### src/rtl/sram_arbiter.sv
// sram_arbiter
// Shares the single base SRAM between the CPU data path and the read-only
// video line-fetch engine, and sequences every SRAM cycle itself (strobes,
// byte enables, address, write-drive enable and a bus-turnaround gap).
//
// Optional feature macro: SRAM_ARB_STARVE_GUARD_EN
//   When defined, a counter limits consecutive video grants made while the
//   CPU is waiting to VID_BURST_MAX, after which the CPU is granted.
//   When undefined, video has strict priority and the CPU may starve.
//
// Ports:
//   clk, rst_n        25 MHz clock, asynchronous active-low reset
//   cpu_en_i          CPU request (level, held until !cpu_busy_o)
//   cpu_read_i        1 = read, 0 = write
//   cpu_addr_i        CPU word address
//   cpu_be_i          CPU byte select, active-high
//   cpu_wdata_i       CPU write data
//   cpu_rdata_o       registered CPU read data
//   cpu_busy_o        CPU access still in progress
//   vid_req_i         video read request (level)
//   vid_addr_i        video word address
//   vid_ack_o         one-cycle pulse, vid_rdata_o valid in that cycle
//   vid_rdata_o       registered video read data
//   sram_addr_o       SRAM word address
//   sram_be_n_o       SRAM byte enables, active-low
//   sram_ce_n_o       SRAM chip enable, active-low
//   sram_oe_n_o       SRAM output enable, active-low
//   sram_we_n_o       SRAM write enable, active-low
//   sram_drive_o      top level drives sram_wdata_o onto the pins when 1
//   sram_wdata_o      write data to pins
//   sram_rdata_i      data from pins

module sram_arbiter #(
    parameter int ADDR_W        = 20,
    parameter int VID_BURST_MAX = 8
) (
    input  logic              clk,
    input  logic              rst_n,
    input  logic              cpu_en_i,
    input  logic              cpu_read_i,
    input  logic [ADDR_W-1:0] cpu_addr_i,
    input  logic [3:0]        cpu_be_i,
    input  logic [31:0]       cpu_wdata_i,
    output logic [31:0]       cpu_rdata_o,
    output logic              cpu_busy_o,
    input  logic              vid_req_i,
    input  logic [ADDR_W-1:0] vid_addr_i,
    output logic              vid_ack_o,
    output logic [31:0]       vid_rdata_o,
    output logic [ADDR_W-1:0] sram_addr_o,
    output logic [3:0]        sram_be_n_o,
    output logic              sram_ce_n_o,
    output logic              sram_oe_n_o,
    output logic              sram_we_n_o,
    output logic              sram_drive_o,
    output logic [31:0]       sram_wdata_o,
    input  logic [31:0]       sram_rdata_i
);

    localparam logic [1:0] S_IDLE   = 2'd0;
    localparam logic [1:0] S_RD     = 2'd1;
    localparam logic [1:0] S_WR     = 2'd2;
    localparam logic [1:0] S_WR_END = 2'd3;

    logic [1:0]        state;
    logic [1:0]        state_nxt;
    logic              owner_vid;
    logic [3:0]        be_q;
    logic [ADDR_W-1:0] addr_q;
    logic [31:0]       wdata_q;
    logic              cpu_rd_done_q;
    logic              cpu_done;
    logic              cpu_req;
    logic              turnaround;
    logic              can_grant;
    logic              grant_vid;
    logic              grant_cpu;

    // The IDLE cycle right after a read is the bus turnaround: the SRAM is
    // still releasing the data pins, so no new access may start there. The
    // done/ack pulses for reads fall in exactly that cycle.
    assign turnaround = vid_ack_o | cpu_rd_done_q;
    assign can_grant  = (state == S_IDLE) & ~turnaround;

    assign cpu_done   = cpu_rd_done_q | (state == S_WR_END);
    assign cpu_busy_o = cpu_en_i & ~cpu_done;
    assign cpu_req    = cpu_en_i & ~cpu_done;

`ifdef SRAM_ARB_STARVE_GUARD_EN
    localparam int CW = $clog2(VID_BURST_MAX + 1);

    logic [CW-1:0] guard_cnt;
    logic          force_cpu;

    assign force_cpu = (guard_cnt == CW'(VID_BURST_MAX));
    assign grant_vid = can_grant & vid_req_i & ~(force_cpu & cpu_req);

    // Counts video grants made while the CPU is waiting; any CPU grant or a
    // video grant with the CPU idle starts the count over.
    always_ff @(posedge clk or negedge rst_n) begin
        if (!rst_n) begin
            guard_cnt <= '0;
        end else if (grant_cpu) begin
            guard_cnt <= '0;
        end else if (grant_vid) begin
            guard_cnt <= cpu_en_i ? guard_cnt + 1'b1 : '0;
        end
    end
`else
    assign grant_vid = can_grant & vid_req_i;
`endif

    assign grant_cpu = can_grant & cpu_req & ~grant_vid;

    always_comb begin
        state_nxt = state;
        case (state)
            S_IDLE: begin
                if (grant_vid) begin
                    state_nxt = S_RD;
                end else if (grant_cpu) begin
                    state_nxt = cpu_read_i ? S_RD : S_WR;
                end
            end
            S_RD:     state_nxt = S_IDLE;
            S_WR:     state_nxt = S_WR_END;
            S_WR_END: state_nxt = S_IDLE;
            default:  state_nxt = S_IDLE;
        endcase
    end

    // State, winner latch and read-data capture. Read data is taken on the
    // edge that ends RD, so the owner's done/ack lines up with valid data.
    always_ff @(posedge clk or negedge rst_n) begin
        if (!rst_n) begin
            state         <= S_IDLE;
            owner_vid     <= 1'b0;
            be_q          <= 4'h0;
            addr_q        <= '0;
            wdata_q       <= 32'h0;
            cpu_rdata_o   <= 32'h0;
            vid_rdata_o   <= 32'h0;
            vid_ack_o     <= 1'b0;
            cpu_rd_done_q <= 1'b0;
        end else begin
            state         <= state_nxt;
            vid_ack_o     <= (state == S_RD) & owner_vid;
            cpu_rd_done_q <= (state == S_RD) & ~owner_vid;
            if (state == S_RD) begin
                if (owner_vid) begin
                    vid_rdata_o <= sram_rdata_i;
                end else begin
                    cpu_rdata_o <= sram_rdata_i;
                end
            end
            if (grant_vid) begin
                owner_vid <= 1'b1;
                addr_q    <= vid_addr_i;
                be_q      <= 4'hF;
            end else if (grant_cpu) begin
                owner_vid <= 1'b0;
                addr_q    <= cpu_addr_i;
                be_q      <= cpu_be_i;
                wdata_q   <= cpu_wdata_i;
            end
        end
    end

    // Strobes are decoded straight from the state so that an asynchronous
    // reset releases them in the same instant.
    assign sram_ce_n_o  = (state == S_IDLE);
    assign sram_oe_n_o  = (state != S_RD);
    assign sram_we_n_o  = (state != S_WR);
    assign sram_drive_o = (state == S_WR) | (state == S_WR_END);
    assign sram_be_n_o  = (state == S_IDLE) ? 4'hF : ~be_q;
    assign sram_addr_o  = addr_q;
    assign sram_wdata_o = wdata_q;

endmodule

### config.mk
export PLATFORM = sky130hd
export DESIGN_NAME = sram_arbiter
export DESIGN_NICKNAME = d
export VERILOG_FILES = /design/src/rtl/sram_arbiter.sv
export SDC_FILE = /design/constraint.sdc
export NUM_CORES = 1
export LEC_CHECK = 0
export CAP_MARGIN = 20
export CORE_MARGIN = 4
export CORE_UTILIZATION = 45
export CTS_CLUSTER_DIAMETER = 60
export DETAILED_ROUTE_END_ITERATION = 8
export DONT_BUFFER_PORTS = 1
export PLACE_DENSITY = 0.61
export SYNTH_ARGS = -nofsm -noshare
export SYNTH_HDL_FRONTEND = slang
export SYNTH_SLANG_ARGS = --single-unit
### constraint.sdc
create_clock -name clk -period 5.6 [get_ports clk]
set_input_delay 0.84 -clock clk [delete_from_list [all_inputs] [get_ports clk]]
set_output_delay 0.84 -clock clk [all_outputs]
set_load 0.02 [all_outputs]
==> results.toml <==
[run_status]
status = "finished, final reports clean"

[power]
seqPwrFrac_pct = 51.7
pwr-share-comb_pct = 25.2
p_sw_mw = 1.83
clkPwrFrac_pct = 23.1
peakVddDrop_mv = 0.472
totalPowerFinal_mw = 4.47
swShare_pct = 40.9
p_int_mw = 2.64
power.density_nw_per_um2 = 763
p_leak_nw = 2.50

[floorplanning]
rows = 39
fp.dieArea_sq_um = 13500
die_x_um = 116
start_util_pct = 46.1
io_pins = 239
core_sq_um = 11400
die_y_um = 116

[clocking]
cts_tree = "built"
cts_buffers = 17
clk_path_buf_depth = 2
cts_sinks = 125
cts_setup_buffers = 0
h-tree-depth = 4
clk_pin_slew_worst_paths_ps = 50
cts_root_buf = "clkbuf_16"
clk_latency_ps = 410
post_cts_resized = 0
hold_buffers = 0

[synth]
synth-xor-area-share_pct = 0
synth_cell_types = 24
synth.avg_cell_area_sq_um = 14.2
synth_top_family_by_area = "multiplexers"
syn_nets = 484
synth-simple-area-share_pct = 10.1
netlist_area_sq_um = 5260
synthAdderAreaFrac_pct = 0
ys_ff_latch = 125
synthMuxAreaShare_pct = 22.7
ys_seq_area_share_pct = 59.5
ys_warn_count = 0
syn-instance-count = 371
synth_compound_area_share_pct = 4.33

[critical_path]
crit_chain = "a211oi_1"
crit_path_start_kind = "register"
crit_path_top_delay_cell = "a211oi_1"
end_kind = "output pin"
r2r_start = "state[1]"
cp_max_fo = 13
cp_data_required_time_ps = 4760
cp.arrival_ps = 1830
crit_start = "state[1]"
rr_worst_depth = 3
timing.critical_path.buf_inv = 0
cp_top_family = "compound AO/OA/AOI/OAI gates"
path_class = "reg -> out"
cp_slowest_stage_delay_ps = 810
crit_cells = 1

[sta]
worst_slack_ps = 2930
slew_viol_final = 0
max_freq_mhz = 375
period_share_pct = 47.6
finalCriticalPeriod_ps = 2670
fin_skew_ps = 6.93
hold_ws_ps = 124
rsz0062_at_grt = "false"
hold_viol = 0
setup_viol_count_final = 0
slew_headroom_pct = 34.8
fin_tns_setup_ps = 0
worstMarginPinSlew_ps = 971

[global_route]
grt_usage_pct = 17.5
grt_max_degree = 126
grt_pass1_wl_mm = 17.7
grt-ovfl-total = 0
antenna_found_initial = 0
grt_pass1_vias = 3279

[place]
dp_hpwl_mm = 7.99
finalWeightedCongestion = 0.772
placed_area_sq_um = 5300
place_ws_ps = 3040
io_buffers = 0
dp_cells = 488

[finish]
antenna_cells = 0
final_util_pct = 51.3
finalNetCount = 477
area_growth_syn_to_layout_pct = 11.4
design_area_sq_um = 5860
fin_cells = 519
final_layout_size_suffix_gt1_share_pct = 34.6

[detailed_routing]
postRouteWirelength_mm = 12.0
drtPass1Iterations = 4
route.detailed.drc = 0
post_drt_wl_per_cell_um = 23.1
vias_per_cell = 5.89
dr_total_vias = 3059
postRouteAntennaNets = 0
first_iter_violations = 164

[job]
cap_violations = 0

[min_path]
min_path_type = "in -> async"
## power by group through the flow
stage                     registers, mW  clock network, mW  logic [mW]
after floorplan                    2.17                  0        1.05
after global placement             2.32                  0        1.10
after detailed placement           2.33                  0        1.14
after CTS                          2.33               1.06        1.14
after global routing               2.38               1.11        1.24
final                              2.31               1.03        1.13
## cell type report
class | count | area [sq um]
tap | 143 | 179
timing repair buffer | 3 | 22.5
inverter | 2 | 7.51
fill | 984 | 5560
clock inverter | 5 | 56.3
sequential | 125 | 3130
clock buffer | 26 | 509
multi-input combinational | 215 | 1960
## Yosys cell counts (all sizes together)
cell type / number / area (sq um)
nand3: 20 / 100
buf: 10 / 101
nand2: 22 / 82.6
dfrtp: 125 / 3130
nor4: 1 / 21.3
nor2: 10 / 53.8
o21ai: 5 / 25.0
o31ai: 1 / 7.51
or4: 1 / 11.3
a21o: 1 / 7.51
clkbuf: 19 / 71.3
a211oi: 1 / 7.51
nand2b: 3 / 18.8
inv: 2 / 7.51
a21oi: 1 / 5.00
mux2: 96 / 1190
nor3: 12 / 60.1
nand4b: 20 / 175
nand3b: 1 / 7.51
a32oi: 20 / 175
## cell families (layout without fill, tap and decap cells)
family,after synthesis,count (layout)
compound gates,29,29
buf+inv,31,36
flops,125,125
mux,96,96
simple gates,90,90
## metal layers
| layer | share of wire [%] | track usage [%] | up-vias |
|---|---|---|---|
| met4 | 1.7 | 7.73 | 0 |
| met1 | 36 | 18.7 | 1541 |
| met5 | 0 | 0 | - |
| li1 | - | - | 1335 |
| met3 | 14 | 11.3 | 16 |
| met2 | 49 | 27.5 | 167 |
## worst paths after layout
check | to | slack [ps]
min in group clk | state[1] | 530
worst min register to register | be_q[3] | 570
worst min-delay path | sram_addr_o[2] | 120
worst max-delay path | cpu_busy_o | 2930
max in group asynchronous | sram_wdata_o[4] | 5260
worst max register to register | sram_wdata_o[31] | 3020
## flip-flops by register name (all words and copies together) (netlist names)
signal         cells
be_q               4
vid_ack_o          1
sram_addr_o       20
cpu_rd_done_q      1
vid_rdata_o       32
owner_vid          1
cpu_rdata_o       32
state              2
sram_wdata_o      32
## cells in the final DEF, fill, tap and decap left out
master	netlist	layout
a211oi_1	1	1
a21o_1	1	1
a21oi_1	1	1
a32oi_1	20	20
buf_4	0	3
bufinv_16	0	1
clkbuf_1	19	4
clkbuf_16	0	17
clkbuf_8	0	5
clkinv_2	0	2
clkinv_4	0	1
clkinvlp_4	0	1
dfrtp_1	125	125
inv_1	2	2
mux2_2	66	66
mux2_4	30	30
nand2_1	22	22
nand2b_1	3	3
nand3_1	20	20
nand3b_1	1	1
nand4b_1	20	20
nor2_1	9	8
nor2_4	0	1
nor2_8	1	1
nor3_1	12	12
nor4_4	1	1
o21ai_0	5	5
o31ai_1	1	1
or4_4	1	1
Power figures use the tool's default switching activity.
